$ cat config.mk
export PLATFORM = sky130hd
export DESIGN_NAME = mod_i2s_tx
export DESIGN_NICKNAME = d
export VERILOG_FILES = /design/src/rtl/mod_i2s_tx.sv
export SDC_FILE = /design/constraint.sdc
export NUM_CORES = 1
export LEC_CHECK = 0
export BUFFER_PORTS_ARGS = -buffer_cell sky130_fd_sc_hd__buf_2
export CORE_UTILIZATION = 55
export DETAILED_ROUTE_END_ITERATION = 10
export PLACE_DENSITY = 0.73
export SYNTH_ARGS = -nofsm -noshare
export SYNTH_HDL_FRONTEND = slang
export SYNTH_SLANG_ARGS = --single-unit
export TNS_END_PERCENT = 50
$ cat constraint.sdc
create_clock -name i_clk -period 5.2 [get_ports i_clk]
set_clock_uncertainty 0.2 [all_clocks]
set_input_delay 0 -clock i_clk [delete_from_list [all_inputs] [get_ports i_clk]]
set_output_delay 0 -clock i_clk [all_outputs]
set_load 0.02 [all_outputs]
$ cat src/rtl/mod_i2s_tx.sv
// ---------------------------------------------------------------------------
// mod_i2s_tx
//
// Purpose: buffers the signed 32-bit sample stream in a small FIFO and plays
// each sample out as one stereo I2S frame (same word on left and right),
// MSB first, with the standard one-BCLK data delay after LRCLK changes.
// BCLK and LRCLK are derived from i_clk. An empty FIFO at frame start sends
// silence and raises a sticky underrun flag.
//
// Optional feature (macro MOD_I2S_TX_SAT24_EN): when defined, each fetched
// sample is clamped to the signed 24-bit range and sent left-justified
// (low 8 bits zero). When undefined, the 32 bits are sent verbatim.
//
// Parameters:
//   CLK_DIV     i_clk cycles per BCLK half-period (>= 1)
//   FIFO_DEPTH  sample FIFO entries (power of two, >= 2)
//
// Ports:
//   i_clk           system clock
//   i_rst_n         asynchronous active-low reset
//   i_sample        signed sample to queue
//   i_valid         i_sample valid
//   o_ready         FIFO can accept (= !full)
//   i_clr_underrun  clears o_underrun
//   o_level         FIFO occupancy
//   o_underrun      sticky underrun flag
//   o_bclk          I2S bit clock
//   o_lrclk         word select, 0 = left, 1 = right
//   o_sdata         serial data
//
// Handshake: a word is taken in every cycle where i_valid && o_ready at the
// rising edge of i_clk. o_ready depends only on the registered full flag, so
// a pop in the same cycle never lets a write into a full FIFO, and a write
// offered while full is dropped with no side effect.
// ---------------------------------------------------------------------------
module mod_i2s_tx #(
  parameter int CLK_DIV    = 4,
  parameter int FIFO_DEPTH = 4
) (
  input  logic                          i_clk,
  input  logic                          i_rst_n,
  input  logic [31:0]                   i_sample,
  input  logic                          i_valid,
  output logic                          o_ready,
  input  logic                          i_clr_underrun,
  output logic [$clog2(FIFO_DEPTH):0]   o_level,
  output logic                          o_underrun,
  output logic                          o_bclk,
  output logic                          o_lrclk,
  output logic                          o_sdata
);

  localparam int AW = $clog2(FIFO_DEPTH);
  localparam int LW = AW + 1;
  localparam int DW = (CLK_DIV > 1) ? $clog2(CLK_DIV) : 1;

  // -------------------------------------------------------------------------
  // Sample conditioning applied at fetch time
  // -------------------------------------------------------------------------
  function automatic logic [31:0] shape_word(input logic [31:0] x);
`ifdef MOD_I2S_TX_SAT24_EN
    logic signed [31:0] v;
    v = signed'(x);
    if (v > 32'sd8388607)
      return 32'h7FFF_FF00;
    else if (v < -32'sd8388608)
      return 32'h8000_0000;
    else
      return {x[23:0], 8'h00};
`else
    return x;
`endif
  endfunction

  // -------------------------------------------------------------------------
  // Sample FIFO
  // -------------------------------------------------------------------------
  logic [31:0]   mem [FIFO_DEPTH];
  logic [AW-1:0] wr_ptr;
  logic [AW-1:0] rd_ptr;
  logic [LW-1:0] level;
  logic          full;
  logic          empty;
  logic          push;
  logic          pop;
  logic          fetch;

  assign full    = (level == LW'(FIFO_DEPTH));
  assign empty   = (level == '0);
  assign o_ready = ~full;
  assign push    = i_valid & ~full;
  assign pop     = fetch & ~empty;
  assign o_level = level;

  // Storage carries no reset: the pointers and level define what is valid.
  always_ff @(posedge i_clk) begin
    if (push) mem[wr_ptr] <= i_sample;
  end

  always_ff @(posedge i_clk or negedge i_rst_n) begin
    if (!i_rst_n) begin
      wr_ptr <= '0;
      rd_ptr <= '0;
      level  <= '0;
    end else begin
      if (push) wr_ptr <= wr_ptr + 1'b1;
      if (pop)  rd_ptr <= rd_ptr + 1'b1;
      case ({push, pop})
        2'b10:   level <= level + 1'b1;
        2'b01:   level <= level - 1'b1;
        default: level <= level;
      endcase
    end
  end

  // -------------------------------------------------------------------------
  // BCLK generation
  // -------------------------------------------------------------------------
  logic [DW-1:0] div_cnt;
  logic          div_wrap;
  logic          bclk_fall;

  assign div_wrap  = (div_cnt == DW'(CLK_DIV - 1));
  // The cycle in which the registered BCLK goes 1 -> 0.
  assign bclk_fall = div_wrap & o_bclk;

  always_ff @(posedge i_clk or negedge i_rst_n) begin
    if (!i_rst_n) begin
      div_cnt <= '0;
      o_bclk  <= 1'b0;
    end else if (div_wrap) begin
      div_cnt <= '0;
      o_bclk  <= ~o_bclk;
    end else begin
      div_cnt <= div_cnt + 1'b1;
    end
  end

  // -------------------------------------------------------------------------
  // Slot counter, word select and serializer
  // -------------------------------------------------------------------------
  logic [5:0]  slot;
  logic [5:0]  slot_nxt;
  logic [31:0] shreg;
  logic [31:0] fetch_word;

  assign slot_nxt   = slot + 6'd1;
  // A new frame's word is fetched on the fall that moves the slot 0 -> 1.
  assign fetch      = bclk_fall & (slot == 6'd0);
  assign fetch_word = empty ? 32'h0 : shape_word(mem[rd_ptr]);

  // The shift register rotates rather than shifts: after the 32 left bits
  // the same word is back in place for the right channel, and its bit 0
  // lands in slot 0 of the following frame (one-bit I2S delay).
  always_ff @(posedge i_clk or negedge i_rst_n) begin
    if (!i_rst_n) begin
      slot    <= '0;
      o_lrclk <= 1'b0;
      o_sdata <= 1'b0;
      shreg   <= '0;
    end else if (bclk_fall) begin
      slot    <= slot_nxt;
      o_lrclk <= slot_nxt[5];
      if (fetch) begin
        o_sdata <= fetch_word[31];
        shreg   <= {fetch_word[30:0], fetch_word[31]};
      end else begin
        o_sdata <= shreg[31];
        shreg   <= {shreg[30:0], shreg[31]};
      end
    end
  end

  // -------------------------------------------------------------------------
  // Sticky underrun flag; a new underrun wins over a coincident clear
  // -------------------------------------------------------------------------
  always_ff @(posedge i_clk or negedge i_rst_n) begin
    if (!i_rst_n)
      o_underrun <= 1'b0;
    else if (fetch && empty)
      o_underrun <= 1'b1;
    else if (i_clr_underrun)
      o_underrun <= 1'b0;
  end

endmodule
## Yosys cells after proc, flatten, opt, wreduce, memory -nomap -nowiden

Memories as Yosys holds them, arrays and structs flattened.
Cells that the tools add are included.
W data, S select, Z words.

| word-level totals | value |
|---|---|
| bits in registers | 51 |
| RAM bits | 128 |
| input bits | 36 |
| output and inout bits | 8 |
| word-level logic and storage cells | 42 |
| memories | 1 |

| operators by class | value |
|---|---|
| $add $sub $neg | 6 |
| eq/ne operators | 4 |
| mux-type cells | 9 |
| bitwise logic cells | 7 |
| reduce and logical (&&, ||, !) cells | 5 |

Memories:

| memory | words | width | rd ports | clocked after Yosys merged registers in | write ports | RTL line | text |
|---|---|---|---|---|---|---|---|
| mem | 4 | 32 | 1 | 0 | 1 | 78 | `logic [31:0] mem [FIFO_DEPTH];` |

Operators with widths:

| cell | number |
|---|---|
| $mux W32 | 2 |
| $add A2 B1 Y2 const B | 3 |
| $add A6 B1 Y6 const B | 1 |
| $logic_not A6 Y1 | 1 |
| $pmux W3 S2 | 1 |
| $mux W1 | 5 |
| $and A1 B1 Y1 | 4 |
| $eq A2 B2 Y1 const B | 2 |
| $reduce_bool A2 Y1 | 2 |
| $add A3 B1 Y3 const B | 1 |
| $eq A3 B3 Y1 const B | 1 |
| $logic_not A3 Y1 | 1 |
| $not A1 Y1 | 3 |
| $sub A3 B1 Y3 const B | 1 |
| $eq A2 B1 Y1 const B | 1 |
| $mux W2 | 1 |
| $logic_and A1 B1 Y1 | 1 |

## Depth between registers and ports, before layout

Gate-level depths: netlist (run 1).

| depth | value |
|---|---|
| depth after elaboration | 6 |
| gate-level depth with buffers | 11 |
| gate-level depth less buffers | 10 |

## Worst setup path before layout (run 1)

Ideal clock, no wire load.

| path | value |
|---|---|
| path type | flip-flop to flip-flop |
| from | register o_lrclk (netlist name) |
| to | register level[2] (netlist: o_level[2]) |
| setup time | 80 ps |
| arrival time | 2321 ps |
| data required time | 4920 ps |
| setup slack | 2599 ps |
| stages on the path, launching flop included | 10 |
| buffers on the path | 1 |
| period minus slack after synthesis | 2601 ps |
| cells stage by stage | dfrtp_1 > or3_4 > nor3_4 > buf_6 > ha_1 > inv_1 > fa_1 > xor2_1 > nor2_1 > xor2_1 |

RTL lines:

| element | RTL line | text |
|---|---|---|
| to (signal assigned) | 109 | `2'b10: level <= level + 1'b1;` |
| to (signal assigned) | 110 | `2'b01: level <= level - 1'b1;` |
| to (signal assigned) | 111 | `default: level <= level;` |
| to (decl) | 81 | `logic [LW-1:0] level;` |

## Worst setup path in the final report (run 1)

| path | value |
|---|---|
| from | register slot[0] |
| to | register level[2] (netlist: o_level[2]) |

| between the ends | value |
|---|---|
| longest elaborated chain between the ends | 5 |
| elaborated cells between the ends (all ways) | 7 |
| classes of those cells | eq/ne: 2; mux: 1; bitwise: 2; reduce/logical: 2 |

RTL lines:

| element | RTL line | text |
|---|---|---|
| from (decl) | 142 | `logic [5:0] slot;` |
| from (signal assigned) | 162 | `slot <= slot_nxt;` |
| $logic_not A6 Y1 * | 149 | `assign fetch = bclk_fall & (slot == 6'd0);` |
| $and A1 B1 Y1 * | 149 |  |
| $and A1 B1 Y1 * | 92 | `assign pop = fetch & ~empty;` |
| $eq A2 B1 Y1 / $eq A2 B2 Y1 (equally long branches) | 108 | `case ({push, pop})` |
| $pmux W3 S2 / $reduce_bool A2 Y1 (equally long branches) | n/a |  |

Every way passes the cells marked *; elsewhere a longest branch is shown, timed or not.
A chain may end at the register's enable or synchronous reset.

==> results of run 1 <==
-- timing repair --
item / CTS / global route
endpoints found under the hold margin: 180 / 0
buffers inserted: 0 / 0
hold buffers: 35 / 0
-- registers in the layout (all words and copies together), names as in the netlist --
register / count
o_level: 3
div_cnt: 2
mem: 128
rd_ptr: 2
o_lrclk: 1
wr_ptr: 2
o_underrun: 1
slot: 5
shreg: 32
o_bclk: 1
-- Yosys cell counts (all sizes together), types with 2 or more instances --
library cell / number
xor2: 5
dfrtp: 49
inv: 9
nor3: 2
clkbuf: 4
ha: 8
nor2: 3
and3: 4
xnor2: 7
o2bb2ai: 32
mux4: 32
edfxtp: 128
nand2: 5
buf: 14
mux2i: 33
or3: 2
and2: 2
-- logic make-up (layout without fill, tap and decap cells) --
kind of cell / count (synthesis) / in the layout / synth area share, %
AO/OA/AOI/OAI: 34 / 34 / 4.24
XOR/XNOR: 12 / 12 / 1.51
adder cells (fa/ha/maj): 9 / 9 / 1.73
buffers and inverters: 27 / 126 / 2.02
flip-flops: 177 / 177 / 73.1
multiplexers: 66 / 66 / 15.3
AND/OR/NAND/NOR: 23 / 23 / 2.11
-- worst reg2reg max path: stages, from the launching register on --
cell and delay, ns:
dfrtp_1 0.38, inv_1 0.13, ha_1 0.16, nand4b_1 0.21, nor3_4 0.17, buf_4 0.36, ha_1 0.26, inv_1 0.06
fa_1 0.37, xor2_1 0.15, nor2_1 0.12, xor2_1 0.16
-- through the flow --
stage	hold WS, ns	utilization (%)
6_report	0.123	67.2
4_1_cts	0.107	67.2
3_5_place_dp	0.0171	60.2
3_3_place_gp	0.0105	60.2
5_1_grt	0.121	67.2
2_1_floorplan	-0.496	-
-- area by class of cell --
type	instances	area share (%)
Sequential cell	177	62.1
Timing Repair Buffer	85	7.57
Clock buffer	23	5.61
Clock inverter	9	0.551
Tap cell	168	2.57
Inverter	9	0.414
Multi-Input combinational cell	144	21.2
-- where the power goes --
part	total, mW	internal [mW]	switching (mW)
logic	0.687	0.315	0.372
registers	1.95	1.85	0.103
clock network	1.08	0.613	0.469
total	3.72	2.78	0.944
-- path summary, 6_finish.rpt --
| path | to | slack, ns |
|---|---|---|
| max | o_level[2]$_DFFE_PN0P_ | 2.39 |
| min | o_level[0]$_DFFE_PN0P_ | 0.12 |
| max reg2reg | o_level[2]$_DFFE_PN0P_ | 2.39 |
| min reg2reg | div_cnt[0]$_DFF_PN0_ | 0.23 |
| max in group asynchronous | rd_ptr[0]$_DFFE_PN0P_ | 3.92 |
| min in group i_clk | mem[2][23]$_DFFE_PP_ | 0.13 |
-- routing by layer --
layer / wire length (um) / GRT usage (%)
met1: 5190 / 27.1
met2: 5770 / 32.7
met3: 385 / 4.76
met4: 206 / 8.31
met5: 0 / 0
==> results.toml, run 1 <==
[status]
status = "finished clean"

[critical_path]
arrival_ns = 2.95
max_stage_delay_ns = 0.38
crit_fanout = 34
critPathCaptureType = "flip-flop"
critical_path.top_delay_family = "adder cells"
reg2reg_depth = 11
worstSetupPathDepth = 11
cp_num_buf_inv = 3
crit_path_start_kind = "flip-flop"
startpoint = "slot[0]$_DFFE_PN0P_"
crit_required_ns = 5.34
critPathKind = "reg2reg"
cp_slowest_cell = "dfrtp_1"
rr_startpoint = "slot[0]$_DFFE_PN0P_"
crit_chain = "inv_1 > ha_1 > nand4b_1 > nor3_4 > buf_4 > ha_1 > inv_1 > fa_1 > xor2_1 > nor2_1 > xor2_1"

[timing]
period_share_pct = 54.0
slew_headroom_pct = 26.7
worst_pin_slew_ns = 1.10
period_needed_ns = 2.81
setup_slack_ns = 2.39
rsz0062_at_grt = "no"
fin_tns_setup_ns = 0
clock.fmax_ghz = 0.356
hold_violations = 0
setup-violations-final = 0
drv_slew = 0

[placement]
dp_hpwl_um = 6470
placedInstanceArea_mm2 = 0.00732
dp.cells = 548
dp_slack_ns = 2.40
place.gp.congestion = 0.723
portBuffers = 43

[detailed_routing]
drtPass1Iterations = 4
route.antenna.remaining_nets = 0
vias = 3403
routed_wl_um = 11500
dr.first_iter.drc_count = 228
routedWlPerCell_um = 18.8
remaining_drc_errors = 0
viasPerCell = 5.53

[cells_and_area]
final_cell_mix = "edfxtp_1 (128), dfrtp_1 (47), buf_2 (43)"
antenna_cells = 0
fin_nets = 479
nFillCells = 814
syn_to_final_growth_pct = 17.7
layout_commonest_cell = "edfxtp_1"
layout.cells.non_filler = 615
seqCellArea_mm2 = 0.00507
drive_gt1_share_pct = 25.5
fin_area_mm2 = 0.00817
multiInputGateArea_mm2 = 0.00173

[yosys]
syn_area_per_cell_um2 = 19.9
synth.cell_area_mm2 = 0.00694
synth-seq-cells = 177
synth.top_cell.area_share_pct = 55.4
ys.flop_type = "edfxtp_1"
syn-num-nets = 393
netlist_instances = 348
ys_seq_area_share_pct = 73.1
synth_edf_count = 128
ys_warn_count = 0
ys_types = 30
ys_async_sr_fraction_pct = 27.7
synthTopCellsByArea = "edfxtp_1 (55%), dfrtp_1 (18%), mux4_2 (10%), mux2i_1 (4.8%), o2bb2ai_1 (4.0%)"
synth_area_leader_cell = "edfxtp_1"

[power_and_ir_drop]
power.total_mw = 3.72
vdd.ir_drop.worst_mv = 0.243
power.density_mw_per_mm2 = 455
leakage_nw = 2.90

[grt]
grt_usage_pct = 20.3
grt_pass1_vias = 3648
grt_max_degree = 50
antenna_found_initial = 0
grt_pass1_wl_um = 19100
grt-ovfl-total = 0

[clock_network]
htree_levels = 4
cts.clk_slew.worst_paths_ns = 0.06
clock_latency_ns = 0.42
cts_root_buf = "clkbuf_16"
cts_resized = 0
clock-sinks = 177
clock_path_buffers = 2
cts_tree = "done"
numCtsBuffers = 17

[floorplanning]
die-area_mm2 = 0.0131
io_pins = 44
die_h_um = 114
die_w_um = 114
start_util_pct = 57.0
num_rows = 40
coreArea_mm2 = 0.0122

[min_path]
hp-class = "in2async"

[run]
maxCapViolCount = 0
(Power assumes the default switching activity.)
==> run 2, diff against run 1 <==
==> constraint.sdc (replaced) <==
create_clock -name i_clk -period 2.63 [get_ports i_clk]
set_clock_uncertainty 0.2 [all_clocks]
set_input_delay 0 -clock i_clk [delete_from_list [all_inputs] [get_ports i_clk]]
set_output_delay 0 -clock i_clk [all_outputs]
set_load 0.02 [all_outputs]
==> results.toml, run 2 (synthesis gave the netlist of run 1 again) <==
[grt]
grt_pass1_vias = 3740
grt-ovfl-total = 0
use_met2_pct = 35.7
grt_max_degree = 34
grt_usage_pct = 21.2
use_met1_pct = 27.1
grt_pass1_wl_um = 19700
antenna_found_initial = 0
grt-busiest-layer = "met2"
grtUsageMet3_pct = 5.40

[clock_network]
cts.clk_slew.worst_paths_ns = 0.07
clock_path_buffers = 2
htree_levels = 4
cts_tree = "done"
numCtsBuffers = 17
clock-sinks = 177
clock_latency_ns = 0.43
cts_root_buf = "clkbuf_16"

[timing]
worst_pin_slew_ns = 0.944
hold_violations = 0
drv_slew = 0
clock.fmax_ghz = 0.404
period_share_pct = 94.0
period_needed_ns = 2.47
setup-violations-final = 0
slew_headroom_pct = 36.9

[floorplanning]
num_rows = 40
io_pins = 44
die_h_um = 114
coreArea_mm2 = 0.0122
die_w_um = 114
start_util_pct = 57.0
die-area_mm2 = 0.0131

[detailed_routing]
viasPerCell = 5.54
remaining_drc_errors = 0
routedWlPerCell_um = 19.8
drtPass1Iterations = 4
vias = 3464
dr.first_iter.drc_count = 164
routed_wl_um = 12400
route.antenna.remaining_nets = 0

[min_path]
hp-class = "in2reg"

[status]
status = "finished clean"

[critical_path]
max_stage_delay_ns = 0.39
cp_num_buf_inv = 2
cp_slowest_cell = "dfrtp_1"
crit_chain = "inv_2 > ha_1 > nand4b_1 > nor3_4 > ha_1 > inv_1 > fa_1 > xor2_1 > nor2_1 > xor2_1"
arrival_ns = 2.62
critPathKind = "reg2reg"
critical_path.top_delay_family = "adder cells"
critPathCaptureType = "flip-flop"
crit_path_start_kind = "flip-flop"
crit_required_ns = 2.78
crit_fanout = 4

[run]
maxCapViolCount = 0

[cells_and_area]
syn_to_final_growth_pct = 20.4
top_register = "mem"
layout_commonest_cell = "edfxtp_1"
reg_top3 = "mem: 128 flops, shreg: 32 flops, slot: 5 flops"
largest_reg_flops = 128
final_cell_mix = "edfxtp_1 (128), dfrtp_1 (48), buf_2 (43)"
nFillCells = 796
fin_nets = 489
antenna_cells = 0
drive_gt1_share_pct = 28.0
layout.cells.non_filler = 625

[placement]
dp.cells = 555
dp_hpwl_um = 6930
portBuffers = 43
place.gp.congestion = 0.734

[power_and_ir_drop]
leakage_nw = 2.99
power.total_mw = 7.68
vdd.ir_drop.worst_mv = 0.555
power.density_mw_per_mm2 = 919
run 2: path summary, 6_finish.rpt:
kind	from	to	slack [ns]	depth (start not counted)
setup / recovery	slot[0]$_DFFE_PN0P_	o_level[2]$_DFFE_PN0P_	0.16	10
hold / removal	i_sample[3]	mem[1][3]$_DFFE_PP_	0.13	2
setup reg to reg	slot[0]$_DFFE_PN0P_	o_level[2]$_DFFE_PN0P_	0.16	10
hold reg to reg	div_cnt[0]$_DFF_PN0_	div_cnt[0]$_DFF_PN0_	0.25	1
max in group asynchronous	i_rst_n	rd_ptr[0]$_DFFE_PN0P_	0.35	4
min in group asynchronous	i_rst_n	shreg[18]$_DFFE_PN0P_	0.50	4
run 2: final cells by class:
class / instances / area (um2) / area share, %
sequential: 177 / 5070 / 60.7
multi-input combinational: 144 / 1730 / 20.7
timing repair buffer: 95 / 736 / 8.81
clock buffer: 18 / 429 / 5.14
tap: 168 / 210 / 2.52
clock inverter: 14 / 143 / 1.71
inverter: 9 / 33.8 / 0.404
run 2: worst reg2reg max path, delay by kind of cell (launching register included):
kind	cells	cell delay, ns
fa+ha+maj	3	0.74
xor+xnor	2	0.31
simple gates	3	0.60
buf+inv	2	0.17
flops	1	0.39
run 2: what timing repair did:
| item | 4_1_cts | 5_1_grt |
|---|---|---|
| buffers inserted | 0 | 1 |
| setup endpoints to repair | 0 | 1 |
| gates resized for setup | 0 | 1 |
| hold endpoints to repair | 180 | 0 |
| hold buffers | 37 | 0 |
run 2: routing by layer:
metal  vias up  share of wire (%)
met1      1780                 43
met3        17                3.7
met5         -                  0
met2        75                 51
met4         0                1.8
li1       1592                  -
run 2: report_power, final:
group | internal [mW] | switching (mW)
Clock | 1.39 | 1.02
Sequential | 3.65 | 0.249
Combinational | 0.652 | 0.713
run 2: stage by stage:
| step | setup slack (ns) | hold slack (ns) | area (um2) | util, % | setup TNS (ns) |
|---|---|---|---|---|---|
| after floorplan | 0.0291 | -0.496 | 6940 | - | 0 |
| after global placement | 0.242 | -0.217 | 7400 | 60.9 | 0 |
| after detailed placement | 0.180 | -0.209 | 7400 | 60.9 | 0 |
| after CTS | 0.142 | 0.105 | 8350 | 68.6 | 0 |
| after global routing | -0.0172 | 0.116 | 8350 | 68.7 | -0.0172 |
| final | 0.157 | 0.127 | 8350 | 68.7 | 0 |
